`src/rtl/stream_pkg.sv`:
```
// Shared definitions for the stream width-conversion blocks.
//   DEFAULT_BEAT_W : default wide beat width (FIFO read side).
//   DEFAULT_WORD_W : default narrow word width (consumer side).
//   clog2_min1     : ceil(log2(n)) but never less than 1, so that index
//                    and counter registers always have at least one bit.
package stream_pkg;

  localparam int DEFAULT_BEAT_W = 128;
  localparam int DEFAULT_WORD_W = 32;

  function automatic int clog2_min1(input int n);
    return (n <= 2) ? 1 : $clog2(n);
  endfunction

endpackage

```
`src/rtl/stream_word_unpacker.sv`:
```
// Wide-to-narrow stream unpacker sitting behind a FIFO read port.
// Each accepted IN_WIDTH beat is emitted as RATIO = IN_WIDTH/OUT_WIDTH
// words, least-significant word first. m_tlast marks the final word of
// every BEATS_PER_PKT-th beat.
//
// Ports:
//   rd_clk    in   clock, rising edge
//   rd_rst    in   synchronous active-high reset
//   s_tdata   in   IN_WIDTH input beat
//   s_tvalid  in   input beat valid
//   s_tready  out  input ready
//   m_tdata   out  OUT_WIDTH output word
//   m_tvalid  out  output word valid
//   m_tready  in   downstream ready
//   m_tlast   out  last word of packet (qualified by m_tvalid)
//   busy      out  a beat is held or a packet is partially emitted
//
// Handshake semantics (both sides): a transfer happens on a rising edge
// where valid and ready are both high. While valid is high and ready is
// low the sender keeps data/last stable. s_tready depends combinationally
// on m_tready so that the next beat can be loaded in the same cycle the
// last word of the current beat leaves (no bubble between beats).
module stream_word_unpacker
  import stream_pkg::*;
#(
  parameter int IN_WIDTH      = DEFAULT_BEAT_W,
  parameter int OUT_WIDTH     = DEFAULT_WORD_W,
  parameter int BEATS_PER_PKT = 2
) (
  input  logic                 rd_clk,
  input  logic                 rd_rst,
  input  logic [IN_WIDTH-1:0]  s_tdata,
  input  logic                 s_tvalid,
  output logic                 s_tready,
  output logic [OUT_WIDTH-1:0] m_tdata,
  output logic                 m_tvalid,
  input  logic                 m_tready,
  output logic                 m_tlast,
  output logic                 busy
);

  localparam int RATIO = IN_WIDTH / OUT_WIDTH;
  localparam int IDX_W = clog2_min1(RATIO);
  localparam int CNT_W = clog2_min1(BEATS_PER_PKT);
  localparam int N_SLOTS = 2 ** IDX_W;

  localparam logic [IDX_W-1:0] LAST_IDX  = IDX_W'(RATIO - 1);
  localparam logic [CNT_W-1:0] LAST_BEAT = CNT_W'(BEATS_PER_PKT - 1);

  if ((OUT_WIDTH < 1) || (IN_WIDTH < OUT_WIDTH) || (IN_WIDTH % OUT_WIDTH != 0)) begin : g_bad_width
    $error("stream_word_unpacker: IN_WIDTH must be a positive multiple of OUT_WIDTH");
  end
  if (BEATS_PER_PKT < 1) begin : g_bad_pkt
    $error("stream_word_unpacker: BEATS_PER_PKT must be >= 1");
  end

  logic [IN_WIDTH-1:0]  hold;
  logic                 hold_valid;
  logic [IDX_W-1:0]     word_idx;
  logic [CNT_W-1:0]     beat_cnt;

  logic accept;
  logic fire;
  logic last_word;
  logic last_beat;

  // Word slots of the held beat; slots beyond RATIO (only when RATIO is not
  // a power of two) are tied off so the select below is always in range.
  logic [OUT_WIDTH-1:0] words [N_SLOTS];

  for (genvar g = 0; g < N_SLOTS; g++) begin : g_words
    if (g < RATIO) begin : g_used
      assign words[g] = hold[g*OUT_WIDTH +: OUT_WIDTH];
    end else begin : g_pad
      assign words[g] = '0;
    end
  end

  assign last_word = (word_idx == LAST_IDX);
  assign last_beat = (beat_cnt == LAST_BEAT);

  assign m_tvalid = hold_valid;
  assign m_tdata  = words[word_idx];
  assign m_tlast  = hold_valid & last_word & last_beat;

  assign s_tready = ~rd_rst & (~hold_valid | (last_word & m_tready));

  assign accept = s_tvalid & s_tready;
  assign fire   = m_tvalid & m_tready;

  assign busy = hold_valid | (beat_cnt != '0);

  always_ff @(posedge rd_clk) begin
    if (rd_rst) begin
      hold_valid <= 1'b0;
      word_idx   <= '0;
      beat_cnt   <= '0;
    end else if (fire) begin
      if (last_word) begin
        word_idx   <= '0;
        beat_cnt   <= last_beat ? '0 : beat_cnt + CNT_W'(1);
        // Refill in the same cycle when a new beat is accepted.
        hold_valid <= accept;
      end else begin
        word_idx <= word_idx + IDX_W'(1);
      end
    end else if (accept) begin
      hold_valid <= 1'b1;
    end
  end

  // Datapath register: only meaningful while hold_valid, so no reset.
  always_ff @(posedge rd_clk) begin
    if (accept) begin
      hold <= s_tdata;
    end
  end

endmodule
```
`config.mk`:
```
export PLATFORM = sky130hd
export DESIGN_NAME = stream_word_unpacker
export DESIGN_NICKNAME = d
export VERILOG_FILES = /design/src/rtl/stream_pkg.sv /design/src/rtl/stream_word_unpacker.sv
export SDC_FILE = /design/constraint.sdc
export NUM_CORES = 1
export LEC_CHECK = 0
export ABC_AREA = 1
export BUFFER_PORTS_ARGS = -buffer_cell sky130_fd_sc_hd__buf_2
export CORE_MARGIN = 2
export CORE_UTILIZATION = 55
export CTS_BUF_LIST = sky130_fd_sc_hd__clkbuf_8 sky130_fd_sc_hd__clkbuf_16
export DETAILED_ROUTE_END_ITERATION = 10
export PLACE_DENSITY = 0.85
export SETUP_SLACK_MARGIN = 0.1
export SKIP_CTS_REPAIR_TIMING = 1
export SLEW_MARGIN = 20
export SYNTH_ARGS = -nofsm -noshare
export SYNTH_HDL_FRONTEND = slang
export SYNTH_SLANG_ARGS = --single-unit
```
`constraint.sdc`:
```
create_clock -name rd_clk -period 22.6 [get_ports rd_clk]
set_input_delay 2.26 -clock rd_clk [delete_from_list [all_inputs] [get_ports rd_clk]]
set_output_delay 2.26 -clock rd_clk [all_outputs]
set_load 0.02 [all_outputs]
```
* Word level (Yosys, flattened, before mapping) *
Cells that the tools add are included.

cells by class
  add/subtract/negate cells = 2
  $lt $le $gt $ge = 1
  equal/unequal tests = 2
  mux-type cells = 8
  bitwise gates (word level) = 11
  reduce and logical (&&, ||, !) cells = 3

operators by type and width
  operator               number
  $bmux W32 S2           1
  $mux W32               2
  $and A1 B1 Y1          6
  $mux W1                4
  $reduce_and A2 Y1      2
  $ge A3 B3 Y1 const B   1
  $not A2 Y3             1
  $add A2 B1 Y2 const B  1
  $eq A2 B2 Y1 const B   1
  $mux W2                1
  $ne A2 B1 Y1 const B   1
  $not A1 Y1             2
  $or A1 B1 Y1           2
  $reduce_bool A2 Y1     1
  $add A1 B1 Y1 const B  1

word-level totals
  flip-flop bits (word level) = 132
  input bits = 132
  output and inout bits = 36
  word-level logic and storage cells = 31

* Depth between registers and ports, before layout *
Gate-level depths: netlist (run 1).

  depth in word-level cells = 7
  depth in mapped cells = 7
  depth with buffers taken out = 5

* Least setup slack after synthesis (run 1) *
No wires, ideal clock.

  path type = input to register
  start point = input rd_rst
  end point = register hold[0] (enable)
  setup time = 774 ps
  data arrival time = 11,094 ps
  required time = 21,826 ps
  path slack = 10,732 ps
  stages on the path = 1
  path buffers = 0
  cells stage by stage = nor3_1

on the way
  word-level cells in the longest chain between the ends = 3

ends and longest elaborated chain
  what                    line                         text
  start: declaration      stream_word_unpacker.sv:31   input logic rd_rst,
  $not A1 Y1              stream_word_unpacker.sv:86   assign s_tready = ~rd_rst & (~hold_valid | (last_word & m_tready));
  $and A1 B1 Y1           stream_word_unpacker.sv:86
  $and A1 B1 Y1           stream_word_unpacker.sv:88   assign accept = s_tvalid & s_tready;
  end signal: assignment  stream_word_unpacker.sv:115  hold <= s_tdata;
  end: declaration        stream_word_unpacker.sv:57   logic [IN_WIDTH-1:0] hold;

No other way between the ends.
A chain may end at the register's enable or synchronous reset.

* Worst setup path in the final report (run 1) *
  start point = input m_tready
  end point = output s_tready

on the way
  word-level cells in the longest chain between the ends = 3

ends and longest elaborated chain
  what                line                        text
  start: declaration  stream_word_unpacker.sv:37  input logic m_tready,
  $and A1 B1 Y1       stream_word_unpacker.sv:86
  $or A1 B1 Y1        stream_word_unpacker.sv:86
  $and A1 B1 Y1       stream_word_unpacker.sv:86
  end: declaration    stream_word_unpacker.sv:34  output logic s_tready,

No other way between the ends.

==> results.md, run 1 <==
- The run finished with clean final reports.
- The total number of vias is 3696.
- In the finished design, the share of the clock period the worst path needs comes to 0.227.
- The commonest cells after synthesis are 199 x nand2_1, 128 x edfxtp_1, 37 x inv_1.
- The detail-routed net length per standard cell is 14.9 µm.
- Measured along the y axis, the die boundary spans 103 µm.
- The maximum level of the CTS H-tree is 4.
- The final routed DRC violation total is 0.
- In the post-synthesis netlist, the cell with the most instances is nand2_1.
- Counting along the longest clock path gives a buffer depth of 2.
- Setup repair after global routing left no endpoint under its margin.
- The cell type with the largest total area after synthesis is edfxtp_1.
- The count of pins on the block boundary is 168.
- The initial core utilization is 0.561.
- The number of routed nets with antenna violations is 0.
- The worst slew margin relative to its limit is 0.394.
- The number of antenna violations at the first check in global routing was 0.
- Power spread over the standard cell area amounts to 88.4 nW/µm².
- The area of the core is 9680 µm².
- Clock skew on the completed layout was measured at 0.0117 ns.
- The synthesized design contains 128 enable-type register cells.
- The floorplan step defined a die boundary enclosing 10700 µm².
- The maximum fanout along the worst path is 5.
- The fill cell total of the finished layout is 639.
- Across the run, the number of max-cap violations was 0.
- The final number of max-transition violations was 0.
- Of the post-synthesis cell area, the dominant cell type holds 0.707.
- The worst IR drop on VDD is 0.0705 mV.
- The net count of the finished layout is 739.
- The later pin in the worst-skew pair is clocked with a latency of 0.52 ns.
- The clock slew at the register clock pins of the worst setup and hold paths is 0.05 ns.
- The accumulated negative setup slack is 0 ns.
- The post-detailed-routing wire length is 11.2 mm.
- For this design the static power due to leakage is 3.06 nW.
- The predominant post-synthesis flop cell is edfxtp_1.
- The async set or reset register ratio after synthesis is 0.
- The congestion estimate from routability-driven global placement came to 0.814.
- The number of violations reported at the end of detailed-routing iteration 0 is 150.
- The worst setup path is launched from an input port.
- The post-route minimum period is 5.14 ns.
- The first detailed-routing pass took 4 iterations.
- STA puts the critical path data required time at 20.34 ns.
- The first global-routing pass estimated 16.3 mm of wire.
- The post-synthesis sequential area ratio is 0.722.
- The via density per instance is 4.91.
- Summing every instance area after synthesis gives 5430 µm².
- The net count after synthesis is 570.
- The total overflow left after global routing is 0.
- By area the synthesized netlist is led by edfxtp_1 71%, nand2_1 14%, o211ai_2 6.9%.
- The CTS buffer count is 17.
- The synthesized instance count is 437.
- The maximum achievable frequency is 195 MHz.
- Setup violations remaining at the end of the flow were counted as 0.
- STA puts the critical path data arrival time at 2.88 ns.
- The endpoint class of the critical path is a primary output.
- The count of buffers inserted at the top-level ports is 167.
- The root buffer cell is clkbuf_8.
- The final antenna diode count is 0.
- The floorplan has 36 rows.
- The clock net in this run drives a total of 132 sinks.
- The number of storage elements in the synthesis netlist is 132.
- From synthesis to final layout, the design area changed by 27.6%.
- A synthesized cell averages 12.4 µm².
- The worst setup path category is input port to primary output.
- The die width is 103 µm.
- The number of distinct library cell variants in the gate-level netlist after synthesis is 17.
- The count of warnings emitted by yosys is 0.
- The total count of hold-check failures in the final report is 0.
- The cell area after layout is 6930 µm².
- The transition at the pin with the smallest max-transition slack is 0.907 ns.
- In this run the register-to-register setup slack is 20.04 ns.
- The via count of the first global-routing pass was 3555.
- In this run the worst hold path is classified as flop to flop.
- The maximum number of pins on one net before global-route repair is 75.
- The clock tree from TritonCTS is built.
- The post-detailed-placement half-perimeter wirelength is 7.38 mm.
- The global-route usage over all layers is 0.212.
- Once placement finished, the instance area stood at 6320 µm².
- Of the cells placed in the final design, the portion with a size suffix greater than 1 is 0.375.
==> stage by stage <==
| step | worst slack, ns | hold WS [ns] | std cells | total power, mW | util |
|---|---|---|---|---|---|
| final | 17.46 | 0.531 | 752 | 0.613 | 0.716 |
| after global routing | 17.38 | 0.564 | 752 | 0.634 | 0.716 |
| after CTS | 17.45 | 0.541 | 752 | 0.618 | 0.716 |
| after detailed placement | 17.46 | 0.529 | 720 | 0.341 | 0.653 |
| after global placement | 17.48 | 0.501 | 720 | 0.338 | 0.653 |
| after floorplan | 10.73 | 0.481 | 437 | 0.322 | - |
==> routing by layer <==
layer | up-vias | global-route usage | routed length [µm]
met3 | 10 | 0.100 | 1000
met5 | - | 0 | 0
li1 | 1808 | - | -
met2 | 159 | 0.353 | 5830
met1 | 1719 | 0.229 | 4250
met4 | 0 | 0.0972 | 116
==> cell type report <==
class / instances / area (µm²) / share of cell area
Sequential cell: 132 / 3930 / 0.567
Multi-Input combinational cell: 245 / 1210 / 0.175
Timing Repair Buffer: 171 / 866 / 0.125
Clock buffer: 19 / 442 / 0.0637
Clock inverter: 13 / 169 / 0.0244
Tap cell: 133 / 166 / 0.0240
Inverter: 39 / 146 / 0.0211
==> path summary, 6_finish.rpt <==
kind,start,endpoint,depth (start not counted)
hold reg to reg,beat_cnt,beat_cnt,3
setup / recovery,m_tready,s_tready,4
hold / removal,beat_cnt,beat_cnt,3
setup reg to reg,word_idx[0],hold[34],4
==> critical path, cell delays in order <==
cell and delay (ns):
buf_2 0.13, a21oi_1 0.26, nor2_1 0.08, buf_2 0.16
==> flip-flops by register name, indices dropped and copies added (netlist names) <==
name and count:
m_tvalid 1, beat_cnt 1, word_idx 2, hold 128
==> logic make-up (layout without fill, tap and decap cells) <==
| family | after synthesis | after routing | synth area share |
|---|---|---|---|
| flops | 132 | 132 | 0.722 |
| simple gates | 209 | 209 | 0.146 |
| buf+inv | 60 | 242 | 0.0553 |
| fa+ha+maj | 1 | 1 | 0.00230 |
| compound gates | 35 | 35 | 0.0746 |
==> report_power, final <==
group / internal [mW] / total, mW / switching (mW) / leakage, nW
clock: 0.183 / 0.277 / 0.0943 / 0.314
sequential: 0.280 / 0.285 / 0.00461 / 1.22
combinational: 0.0201 / 0.0511 / 0.0309 / 1.52
total: 0.483 / 0.613 / 0.130 / 3.06
==> placed cells by master (no fill, tap or decap), types with 3 or more instances in the layout <==
cell type	count
a21oi_1	3
buf_2	167
buf_4	4
clkbuf_16	16
nor2_1	5
edfxtp_1	128
inv_1	42
nand2_1	199
bufinv_16	4
o211ai_2	30
dfxtp_1	3
clkbuf_8	3
(Power assumes the default switching activity.)
==> run 2, diff against run 1 <==
--- a/config.mk
+++ b/config.mk
@@ -5,13 +5,13 @@
 export SDC_FILE = /design/constraint.sdc
 export NUM_CORES = 1
 export LEC_CHECK = 0
-export ABC_AREA = 1
+export ABC_AREA = 0
 export BUFFER_PORTS_ARGS = -buffer_cell sky130_fd_sc_hd__buf_2
 export CORE_MARGIN = 2
-export CORE_UTILIZATION = 55
+export CORE_UTILIZATION = 45
 export CTS_BUF_LIST = sky130_fd_sc_hd__clkbuf_8 sky130_fd_sc_hd__clkbuf_16
 export DETAILED_ROUTE_END_ITERATION = 10
-export PLACE_DENSITY = 0.85
+export PLACE_DENSITY = 0.76
 export SETUP_SLACK_MARGIN = 0.1
 export SKIP_CTS_REPAIR_TIMING = 1
 export SLEW_MARGIN = 20
==> constraint.sdc (replaced) <==
create_clock -name rd_clk -period 4.14 [get_ports rd_clk]
set_input_delay 0.414 -clock rd_clk [delete_from_list [all_inputs] [get_ports rd_clk]]
set_output_delay 0.414 -clock rd_clk [all_outputs]
set_load 0.02 [all_outputs]
==> run 2 against run 1 <==
Effect of this change:
- highest routed layer unchanged
- setup slack got worse by 16 ns
- flip-flop and latch count unchanged
- largest cell class unchanged
- clock skew decreased by 0.00081 ns
- non-clock buffer count unchanged
- global-route usage decreased by 3.9 points
==> results.md, run 2 <==
- On the final layout, the worst clock skew is 0.0108 ns.
- The post-route minimum period is 2.91 ns.
- Summed over all layers, the routed wires come to 9.30 mm.
- The max-capacitance violation count is 0.
- Entering global routing, the biggest net connects 73 pins.
- The floorplan has 37 rows.
- For this run, the register share of the synthesized area comes to 0.810.
- The critical path startpoint category is a flop.
- The most common library cell in the layout ignoring fill and taps is buf_2.
- The largest family of logic cells by synthesized area is multiplexers.
- Timing would allow up to 344 MHz.
- Compared with the post-synthesis result, the final layout area differs by 32.3%.
- The number of antenna violations at the first check in global routing is 1.
- Of the total power, the share spent switching nets is 0.209.
- The synthesized instance count is 189.
- The net count after synthesis is 322.
- The combined area of all synthesized cells is 4850 µm².
- The fill cell total of the finished layout is 740.
- Global routing finished with a remaining overflow of 0.
- The detailed-routing iteration count for the pre-antenna-repair pass is 4.
- The count of buffers inserted at the top-level ports is 167.
- The leakage power total is 2.42 nW.
- The endpoint class of the critical path is a primary output.
- The longest clock path from root to sink contains 2 buffers.
- The flow ran to the end, and the final reports show no timing, DRC or antenna violations.
- The count of pins on the block boundary is 168.
- The root buffer cell is clkbuf_8.
- Of the total synthesized cell area, the portion taken by full adders, half adders and majority gates is 0.00258.
- The post-synthesis simple-gate area fraction is 0.0114.
- After synthesis, the share of cell area in mux cells is 0.153.
- The synthesized netlist contains 20 unique library cells.
- The core region is 10400 µm².
- After detailed routing, the number of remaining DRC violations is 0.
- Once detail routing completed, the nets flagged for antenna violations numbered 0.
- For this run, asynchronously set or reset flops after synthesis account for 0.
- The final number of max-transition violations is 0.
- The routed layout has 2580 vias.
- The XOR/XNOR share of the synthesized area is 0.
- The net count reported at finish is 504.
- The internal power of the cells totals 2.48 mW.
- Setup repair after global routing left no endpoint under its margin.
- The relative contribution of the clock network to total power is 0.440.
- Among all cell types in the netlist, the one instantiated most often is edfxtp_1.
- The analysis attributes to net switching a power of 0.656 mW.
- The die width is 108 µm.
- The path class of the tightest hold or removal check is input port to flop.
- The transition at the pin with the smallest max-transition slack is 0.848 ns.
- Dividing the detail-routed via count by the number of cells gives 4.95.
- The worst IR drop on VDD is 0.497 mV.
- The synthesized design contains 132 register bits.
- Measured against its own limit, the worst slew margin works out to 0.434.
- The filler-free cell count of the finished design is 521.
- The post-synthesis average cell area is 25.6 µm².
- During synthesis, Yosys emitted a total of 0 warnings.
- Counting flops per register, the top entry is hold.
- The via count of the first global-routing pass is 2678.
- Among all flip-flop cells after synthesis, the most frequent one is edfxtp_1.
- The maximum fanout along the worst path is 18.
- The HPWL after detailed placement is 6.36 mm.
- The tree built by TritonCTS fans out to 132 sinks.
- TritonCTS built the clock tree.
- In the layout the commonest cells are 167 x buf_2, 128 x edfxtp_1, 29 x mux4_2.
- Of the post-synthesis cell area, the dominant cell type holds 0.793.
- The floorplan step defined a die boundary enclosing 11600 µm².
- The final weighted congestion in routability-driven placement is 0.720.
- The initial core utilization is 0.467.
- The largest registers in the layout are hold: 128 flops, word_idx: 2 flops.
- The number of violations reported at the end of detailed-routing iteration 0 is 148.
- In the finished design, the share of the clock period the worst path needs comes to 0.702.
- The synthesized design contains 128 enable-type register cells.
- Of all cell types, the one taking the most synthesized area is edfxtp_1.
- In the global route stage, overall resource usage came out at 0.173.
- The required time reported for the critical path endpoint is 3.73 ns.
- The arrival time of data at the critical path endpoint is 2.49 ns.
- The standard cell area after detailed placement is 5860 µm².
- In this run the vertical extent of the chip is 108 µm.
- The register-to-register path setup slack is 1.78 ns.
- The combinational power share is 0.066.
- The fraction of final layout cells with drive strength greater than 1 is 0.625.
- Dividing the detail-routed wire length by the instance count gives 17.8 µm.
- The flip-flop count of the largest register after layout is 128.
- The wire length of the first global-routing pass is 14.1 mm.
- By area the synthesized netlist is led by edfxtp_1 79%, mux4_2 13%, dfxtp_1 1.7%.
- Setup violations remaining at the end of the flow were counted as 0.
- The later-pin clock latency in the skew report is 0.53 ns.
- In this run, CTS created clock tree buffers numbering 17.
- The total count of hold-check failures in the final report came to 0.
- Dividing total power by cell area gives a power density of 489 nW/µm².
- The cell area after layout is 6410 µm².
- The worst setup path category is flop to primary output.
- In this run the number of H-tree levels came out at 4.
- The number of placed instances, taps included, is 488.
- The synthesized-area fraction occupied by ao, oa, aoi and oai cells is 0.00981.
- The commonest cells after synthesis are 128 x edfxtp_1, 29 x mux4_2, 4 x buf_6, 4 x dfxtp_1.
- The clock slew at the register clock pins of the worst setup and hold paths is 0.06 ns.
- The share of total power dissipated in sequential elements is 0.493.
run 2: cell count changes after synthesis, moves of 3 or more:
cell | before | now
nand2_1 | 199 | 0
inv_1 | 37 | 0
o211ai_2 | 30 | 0
mux4_2 | 0 | 29
buf_4 | 6 | 0
buf_2 | 6 | 3
mux4_1 | 0 | 3
nor2_1 | 5 | 2
run 2: area by class of cell:
class	count	area, µm²	area share
Sequential cell	132	3930	0.612
Multi-Input combinational cell	49	893	0.139
Timing Repair Buffer	171	866	0.135
Clock buffer	17	414	0.0646
Tap cell	136	170	0.0265
Clock inverter	15	139	0.0217
Antenna cell	1	2.50	0.000390
run 2: metal layers:
metal	wire (µm)	vias up	global-route usage
li1	-	1184	-
met1	3590	1224	0.210
met2	4260	160	0.252
met3	1260	12	0.0993
met4	186	0	0.0778
met5	0	-	0
run 2: final timing paths:
kind,startpoint,endpoint,cells after the start
max reg2reg,word_idx[0],hold[120],4
min,s_tdata[1],hold[1],1
max,word_idx[0],m_tdata[16],3
min reg2reg,m_tvalid,word_idx[1],2
run 2: critical path, stage by stage, from the launching register on:
cell and delay [ns]:
dfxtp_2 0.73, buf_4 0.44, mux4_1 0.61, buf_2 0.18
run 2: metrics by stage:
step                       util  power (mW)  setup TNS [ns]  setup WS (ns)  hold WS [ns]
after floorplan               -        1.69          -13.50         -0.106         0.476
after global placement    0.565        1.78               0           1.76         0.528
after detailed placement  0.565        1.78               0           1.73         0.532
after CTS                 0.618        3.18               0           1.15        0.0262
after global routing      0.618        3.26               0           1.02        0.0237
final                     0.618        3.14               0           1.23        0.0530
run 2: power groups by stage:
| stage | Combinational [mW] | Clock (mW) | Sequential, mW |
|---|---|---|---|
| 5_1_grt | 0.226 | 1.48 | 1.55 |
| 3_5_place_dp | 0.210 | 0 | 1.58 |
| 4_1_cts | 0.212 | 1.42 | 1.55 |
| 6_report | 0.208 | 1.38 | 1.55 |
| 3_3_place_gp | 0.205 | 0 | 1.57 |
| 2_1_floorplan | 0.117 | 0 | 1.57 |
run 2: cells by family after synthesis:
group | Yosys count
fa+ha+maj | 1
compound gates | 6
buf+inv | 8
mux | 33
flops | 132
simple gates | 9
